File: src/rtl/sqrt_stream_sched_if.sv
// Bundle of requester, kernel and result signals around the sqrt-kernel scheduler.
// Latency: none, wiring only.
// Backpressure: none; requests are level-held and the grant/busy pair tells requesters when they own the kernel.
interface sqrt_stream_sched_if #(
    parameter int NREQ      = 4,
    parameter int BITW      = 8,
    parameter int DEPLOG_SR = 2
);
    localparam int IDW = $clog2(NREQ);

    logic [NREQ-1:0]      req;
    logic [NREQ-1:0]      in_bits;
    logic [NREQ-1:0]      grant;
    logic                 busy;
    logic                 kern_clr;
    logic                 kern_in;
    logic                 kern_out;
    logic [DEPLOG_SR-1:0] rand_sel;
    logic                 done;
    logic [IDW-1:0]       done_id;
    logic [BITW:0]        result;

    // Scheduler side
    modport master (
        input  req, in_bits, kern_out,
        output grant, busy, kern_clr, kern_in, rand_sel, done, done_id, result
    );

    // Requesters and kernel side
    modport slave (
        output req, in_bits, kern_out,
        input  grant, busy, kern_clr, kern_in, rand_sel, done, done_id, result
    );
endinterface

File: src/rtl/sqrt_stream_sched.sv
// Round-robin time-multiplexer of one unary sqrt kernel: clear, warm up, count ones over 2^BITW cycles.
// Latency: req seen in IDLE at cycle t -> CLEAR at t+1 -> done pulse at t+2+WARM+2^BITW.
// Backpressure: none; jobs run to completion once granted, other requesters wait on level req.
module sqrt_stream_sched #(
    parameter int NREQ      = 4,
    parameter int BITW      = 8,
    parameter int WARM      = 16,
    parameter int DEPLOG_SR = 2
) (
    input  logic                clk,
    input  logic                rst,
    sqrt_stream_sched_if.master io
);
    localparam int IDW = $clog2(NREQ);
    localparam int KW  = IDW + 1;
    localparam int CW  = BITW + 1;
    localparam int WW  = $clog2(WARM + 1);
    localparam int TW  = (WW > BITW) ? WW : BITW;
    localparam logic [TW-1:0] RUN_LAST  = TW'((2 ** BITW) - 1);
    localparam logic [TW-1:0] WARM_LAST = TW'((WARM > 0) ? WARM - 1 : 0);

    typedef enum logic [2:0] {S_IDLE, S_CLEAR, S_WARM, S_RUN, S_DONE} state_t;

    state_t          state;
    logic [IDW-1:0]  rr;
    logic [IDW-1:0]  id;
    logic [IDW-1:0]  pick;
    logic [TW-1:0]   tmr;
    logic [CW-1:0]   cnt;
    logic [7:0]      lfsr;
    logic            feed;
    logic [NREQ-1:0] grant_q;
    logic            busy_q;
    logic            clr_q;
    logic            done_q;
    logic [IDW-1:0]  done_id_q;
    logic [CW-1:0]   result_q;

    // First set request at or above the rr pointer, wrapping; lowest offset wins.
    function automatic logic [IDW-1:0] rr_pick(input logic [NREQ-1:0] r, input logic [IDW-1:0] p);
        logic [IDW-1:0] sel;
        logic [KW-1:0]  k;
        sel = '0;
        for (int i = NREQ - 1; i >= 0; i--) begin
            k = {1'b0, p} + KW'(i);
            if (k >= KW'(NREQ)) k = k - KW'(NREQ);
            if (r[k[IDW-1:0]]) sel = k[IDW-1:0];
        end
        return sel;
    endfunction

    assign pick = rr_pick(io.req, rr);

    // Free-running random select source; seed 8'h01 keeps it out of the all-zero lock-up state.
    always_ff @(posedge clk) begin
        if (rst) lfsr <= 8'h01;
        else     lfsr <= {lfsr[6:0], lfsr[7] ^ lfsr[5] ^ lfsr[4] ^ lfsr[3]};
    end

    // Job sequencer: owner selection, phase timing, ones counting and registered outputs.
    always_ff @(posedge clk) begin
        if (rst) begin
            state     <= S_IDLE;
            rr        <= '0;
            id        <= '0;
            tmr       <= '0;
            cnt       <= '0;
            feed      <= 1'b0;
            grant_q   <= '0;
            busy_q    <= 1'b0;
            clr_q     <= 1'b0;
            done_q    <= 1'b0;
            done_id_q <= '0;
            result_q  <= '0;
        end else begin
            clr_q  <= 1'b0;
            done_q <= 1'b0;
            case (state)
                S_IDLE: begin
                    if (|io.req) begin
                        id      <= pick;
                        grant_q <= NREQ'(1) << pick;
                        busy_q  <= 1'b1;
                        clr_q   <= 1'b1;
                        state   <= S_CLEAR;
                    end
                end
                S_CLEAR: begin
                    cnt  <= '0;
                    feed <= 1'b1;
                    if (WARM == 0) begin
                        state <= S_RUN;
                        tmr   <= RUN_LAST;
                    end else begin
                        state <= S_WARM;
                        tmr   <= WARM_LAST;
                    end
                end
                S_WARM: begin
                    if (tmr == '0) begin
                        state <= S_RUN;
                        tmr   <= RUN_LAST;
                    end else begin
                        tmr <= tmr - 1'b1;
                    end
                end
                S_RUN: begin
                    cnt <= cnt + CW'(io.kern_out);
                    if (tmr == '0) begin
                        // Last RUN cycle still contributes its kern_out bit.
                        result_q  <= cnt + CW'(io.kern_out);
                        done_id_q <= id;
                        done_q    <= 1'b1;
                        feed      <= 1'b0;
                        state     <= S_DONE;
                    end else begin
                        tmr <= tmr - 1'b1;
                    end
                end
                S_DONE: begin
                    rr      <= (id == IDW'(NREQ - 1)) ? '0 : id + 1'b1;
                    grant_q <= '0;
                    busy_q  <= 1'b0;
                    state   <= S_IDLE;
                end
                default: state <= S_IDLE;
            endcase
        end
    end

    assign io.grant    = grant_q;
    assign io.busy     = busy_q;
    assign io.kern_clr = clr_q;
    assign io.kern_in  = feed & io.in_bits[id];
    assign io.rand_sel = lfsr[DEPLOG_SR-1:0];
    assign io.done     = done_q;
    assign io.done_id  = done_id_q;
    assign io.result   = result_q;
endmodule

File: src/flat_wrapper.sv
// flat-port wrapper written by rule: the top's interface ports become plain ports
module sqrt_stream_sched_flat 
#(
    parameter int NREQ      = 4,
    parameter int BITW      = 8,
    parameter int WARM      = 16,
    parameter int DEPLOG_SR = 2
)
  (clk, rst, io_req, io_in_bits, io_kern_out, io_grant, io_busy, io_kern_clr, io_kern_in, io_rand_sel, io_done, io_done_id, io_result);
  sqrt_stream_sched_if #(.NREQ(NREQ), .BITW(BITW), .DEPLOG_SR(DEPLOG_SR)) io_i ();
  input  logic clk;
  input  logic rst;
  input wire logic [$bits(io_i.req)-1:0] io_req;
  input wire logic [$bits(io_i.in_bits)-1:0] io_in_bits;
  input wire logic [$bits(io_i.kern_out)-1:0] io_kern_out;
  output wire logic [$bits(io_i.grant)-1:0] io_grant;
  output wire logic [$bits(io_i.busy)-1:0] io_busy;
  output wire logic [$bits(io_i.kern_clr)-1:0] io_kern_clr;
  output wire logic [$bits(io_i.kern_in)-1:0] io_kern_in;
  output wire logic [$bits(io_i.rand_sel)-1:0] io_rand_sel;
  output wire logic [$bits(io_i.done)-1:0] io_done;
  output wire logic [$bits(io_i.done_id)-1:0] io_done_id;
  output wire logic [$bits(io_i.result)-1:0] io_result;
  assign io_i.req = io_req;
  assign io_i.in_bits = io_in_bits;
  assign io_i.kern_out = io_kern_out;
  assign io_grant = io_i.grant;
  assign io_busy = io_i.busy;
  assign io_kern_clr = io_i.kern_clr;
  assign io_kern_in = io_i.kern_in;
  assign io_rand_sel = io_i.rand_sel;
  assign io_done = io_i.done;
  assign io_done_id = io_i.done_id;
  assign io_result = io_i.result;
  sqrt_stream_sched #(.NREQ(NREQ), .BITW(BITW), .WARM(WARM), .DEPLOG_SR(DEPLOG_SR)) u_core (.clk(clk), .rst(rst), .io(io_i));
endmodule
File: config.mk
export PLATFORM = sky130hd
export DESIGN_NAME = sqrt_stream_sched_flat
export DESIGN_NICKNAME = d
export VERILOG_FILES = /design/src/rtl/sqrt_stream_sched_if.sv /design/src/rtl/sqrt_stream_sched.sv /design/src/flat_wrapper.sv
export SDC_FILE = /design/constraint.sdc
export NUM_CORES = 1
export LEC_CHECK = 0
export ABC_AREA = 1
export ABC_CLOCK_PERIOD_IN_PS = 1700
export BUFFER_PORTS_ARGS = -buffer_cell sky130_fd_sc_hd__buf_2
export CAP_MARGIN = 40
export CORE_MARGIN = 5
export CORE_UTILIZATION = 50
export DETAILED_ROUTE_END_ITERATION = 16
export PLACE_DENSITY = 0.73
export SYNTH_ARGS = -nofsm -noshare
export SYNTH_HDL_FRONTEND = slang
export SYNTH_SLANG_ARGS = --single-unit
export TNS_END_PERCENT = 10
File: constraint.sdc
create_clock -name clk -period 1.7 [get_ports clk]
set_input_delay 0.51 -clock clk [delete_from_list [all_inputs] [get_ports clk]]
set_output_delay 0.51 -clock clk [all_outputs]
set_load 0.05 [all_outputs]
==> key figures <==
STA
  • Ratio of final minimum period to clock period: 102%
  • Slew Viols, Final: 0
  • Post-route minimum period: 1.73 ns
  • Hold violation count in the final report: 0
  • Skew final: 0.0133 ns
  • Fmax: 577 MHz
  • Worst Tran Pin Value: 0.356 ns
  • Worst rel slew slack: 76.3%
  • Worst setup margin: -0.0337 ns
  • RSZ-0062 raised after global routing: true
  • Final setup fails: 1

Critical path
  • Critical Path End Type: output pin
  • Critical path required time: 1.19 ns
  • Critical path peak fanout: 5
  • Crit Path Category: reg -> out
  • Critical path launch point type: flip-flop
  • Crit path DAT: 1.22 ns

Cells and area
  • Design area: 0.00286 mm^2
  • N_diodes: 0
  • Layout Cells excl Fill: 434
  • Area growth, synth to finish: 18.1%
  • Share of layout cells above drive strength 1: 24.3%
  • Nets: 381
  • Commonest non-fill, non-tap cells in the layout: nand2_1, dfxtp_1, inv_1
  • Commonest non-fill, non-tap cell in the layout: nand2_1
  • Core Util, Final: 60.6%

Global route
  • First-pass GRT wire length: 8340 um
  • Vias in the first global route: 1,942
  • Initial antenna violation count: 0
  • Total congestion overflow: 0
  • Pin count of the biggest net entering global routing: 33
  • GRT Total Usage: 16.5%

Power and ir drop
  • P_sw: 1840 uW
  • Logic gate share of total power: 45.2%
  • Leak: 0.00133 uW
  • Clock power frac: 17.5%
  • Peak supply drop: 0.000795 V
  • Internal power: 2350 uW
  • PwrDens: 1460 mW/mm^2
  • Total power: 4190 uW
  • Seq pwr share: 37.4%
  • Net Sw Frac: 43.8%

Place
  • Port bufs: 31
  • Dpl cell area: 0.00272 mm^2
  • DP HPWL: 3560 um
  • Cells after DPL: 426
  • Post-place setup slack: -0.148 ns
  • GPL Wtd Cong: 0.866

Synthesis
  • Avg Cell Area, Syn: 7.48 um^2
  • Synth Register Bits: 51
  • Synth Instances: 324
  • Netlist Area Pre-Place: 0.00242 mm^2
  • Yosys warns: 0
  • Synth unique cells: 33
  • Yosys top cell area share: 42.1%
  • Mapped Nets: 339
  • Synth area leader: dfxtp_1
  • Top area cells in the synthesized netlist: dfxtp_1, nand2_1, inv_1
  • Register area share after synthesis: 42.1%

Floorplanning
  • Starting Density: 51.3%
  • Cell Rows: 25
  • CORE AREA: 0.00472 mm^2
  • Die ar.: 0.00634 mm^2
  • Ports: 32
  • Vert. Die Dim: 79.6 um
  • Die W: 79.6 um

Drt
  • Final wirelength: 4790 um
  • Drt pass-1 iters: 4
  • Routed vias/inst: 4.88
  • Residual DRC: 0
  • Vias: 2,119
  • DRT iter0 DRCs: 91
  • DR WL/cell: 11.0 um
  • Final ANT Viol Nets: 0

CTS
  • Clk root buf: clkbuf_8
  • TritonCTS clock tree: done
  • Skew-Pair Late Insertion Delay: 0.31 ns
  • Clock buffer count from CTS: 5
  • CTS sink cnt: 51
  • Worst-case clock buffer depth: 2
  • H-Tree Depth: 2
  • Setup Fix Bufs, Post-CTS: 0
  • Hold Buf Count CTS: 0
  • Clock transition at path regs: 0.09 ns

Flow run
  • Max-cap violations: 0

Hold path
  • Worst hold path type: reg -> reg

Outcome
  • Failing checks: negative setup slack
  • Status: finished, violations left
## cells by family (layout without fill, tap and decap cells)
family                   after synthesis  in the layout  synth area share, %
XOR/XNOR                              11             11                 3.97
AND/OR/NAND/NOR                      139            139                 27.7
buffers and inverters                 56             99                 9.80
AO/OA/AOI/OAI                         63             63                 14.4
flip-flops                            51             51                 42.1
adder cells (fa/ha/maj)                4              4                 2.06
## synth_stat cells
library cell,instances
a211oi_2,2
a21boi_0,1
a21oi_1,29
a21oi_2,2
a31oi_1,3
buf_4,2
buf_6,2
clkbuf_1,5
clkinv_1,1
dfxtp_1,51
ha_1,4
inv_1,41
inv_2,3
inv_4,2
nand2_1,65
nand2_2,1
nand2_4,2
nand3_1,21
nand3_2,1
nand3_4,1
nand4_1,7
nor2_1,31
nor2_2,1
nor2_4,3
nor2_8,2
o21a_1,1
o21ai_0,22
o21ai_1,1
o22ai_1,2
or2_1,1
or2_2,3
xnor2_1,2
xor2_1,9
## cell type report
| type | count | area, um^2 |
|---|---|---|
| clock inverter | 2 | 16.3 |
| fill | 431 | 1860 |
| clock buffer | 6 | 82.6 |
| inverter | 47 | 181 |
| timing repair buffer | 44 | 259 |
| multi-input combinational | 217 | 1210 |
| tap | 67 | 83.8 |
| sequential | 51 | 1030 |
## stage by stage
| stage | setup TNS, ns | hold WS, ns |
|---|---|---|
| 6_report | -0.0337 | 0.406 |
| 5_1_grt | -0.146 | 0.421 |
| 3_3_place_gp | -0.404 | 0.393 |
| 2_1_floorplan | 0 | 0.388 |
| 3_5_place_dp | -0.571 | 0.395 |
| 4_1_cts | -0.0510 | 0.410 |
## power by group through the flow
stage                     Clock, uW  Sequential [uW]  Combinational, uW
after floorplan                   0             1740               1300
after global placement            0             1570               1830
after detailed placement          0             1570               1850
after CTS                       763             1550               1890
after global routing            813             1600               2130
final                           732             1570               1890
## worst paths after layout
check                        startpoint                          to  slack (ns)  cells after the start
min reg2reg   u_core.lfsr[2]$_SDFF_PP0_   u_core.lfsr[3]$_SDFF_PP0_        0.41                      2
max reg2reg  u_core.cnt[0]$_SDFFE_PP0P_  u_core.cnt[6]$_SDFFE_PP0P_        0.10                      8
min           u_core.lfsr[2]$_SDFF_PP0_   u_core.lfsr[3]$_SDFF_PP0_        0.41                      2
max           u_core.id[0]$_SDFFE_PP0P_                  io_kern_in       -0.03                      5
## worst max-delay path, stage by stage (launching register included)
cell and delay [ns]:
dfxtp_4 0.39, nor2_4 0.04, nor2_2 0.10, o21ai_2 0.07
a21boi_4 0.15, buf_6 0.17
## layer usage
metal	GRT usage (%)	vias to the layer above	wire, um
met5	0	-	0
met4	7.56	0	85
met3	4.06	7	246
met1	19.8	939	2260
met2	27.5	46	2190
li1	-	1127	-
## timing repair
action | CTS | global route
gates resized for setup | 8 | 13
cloned | 0 | 0
pin swaps | 1 | 4
endpoints found under the setup margin | 1 | 9
## sequential cells by signal (all words and copies together) (netlist names), 2 cells and up
| register | cells |
|---|---|
| u_core.cnt | 9 |
| u_core.id | 2 |
| u_core.io.done_id | 2 |
| u_core.io.grant | 4 |
| u_core.io.result | 9 |
| u_core.lfsr | 8 |
| u_core.rr | 2 |
| u_core.state | 3 |
| u_core.tmr | 8 |
Power figures use the tool's default switching activity.
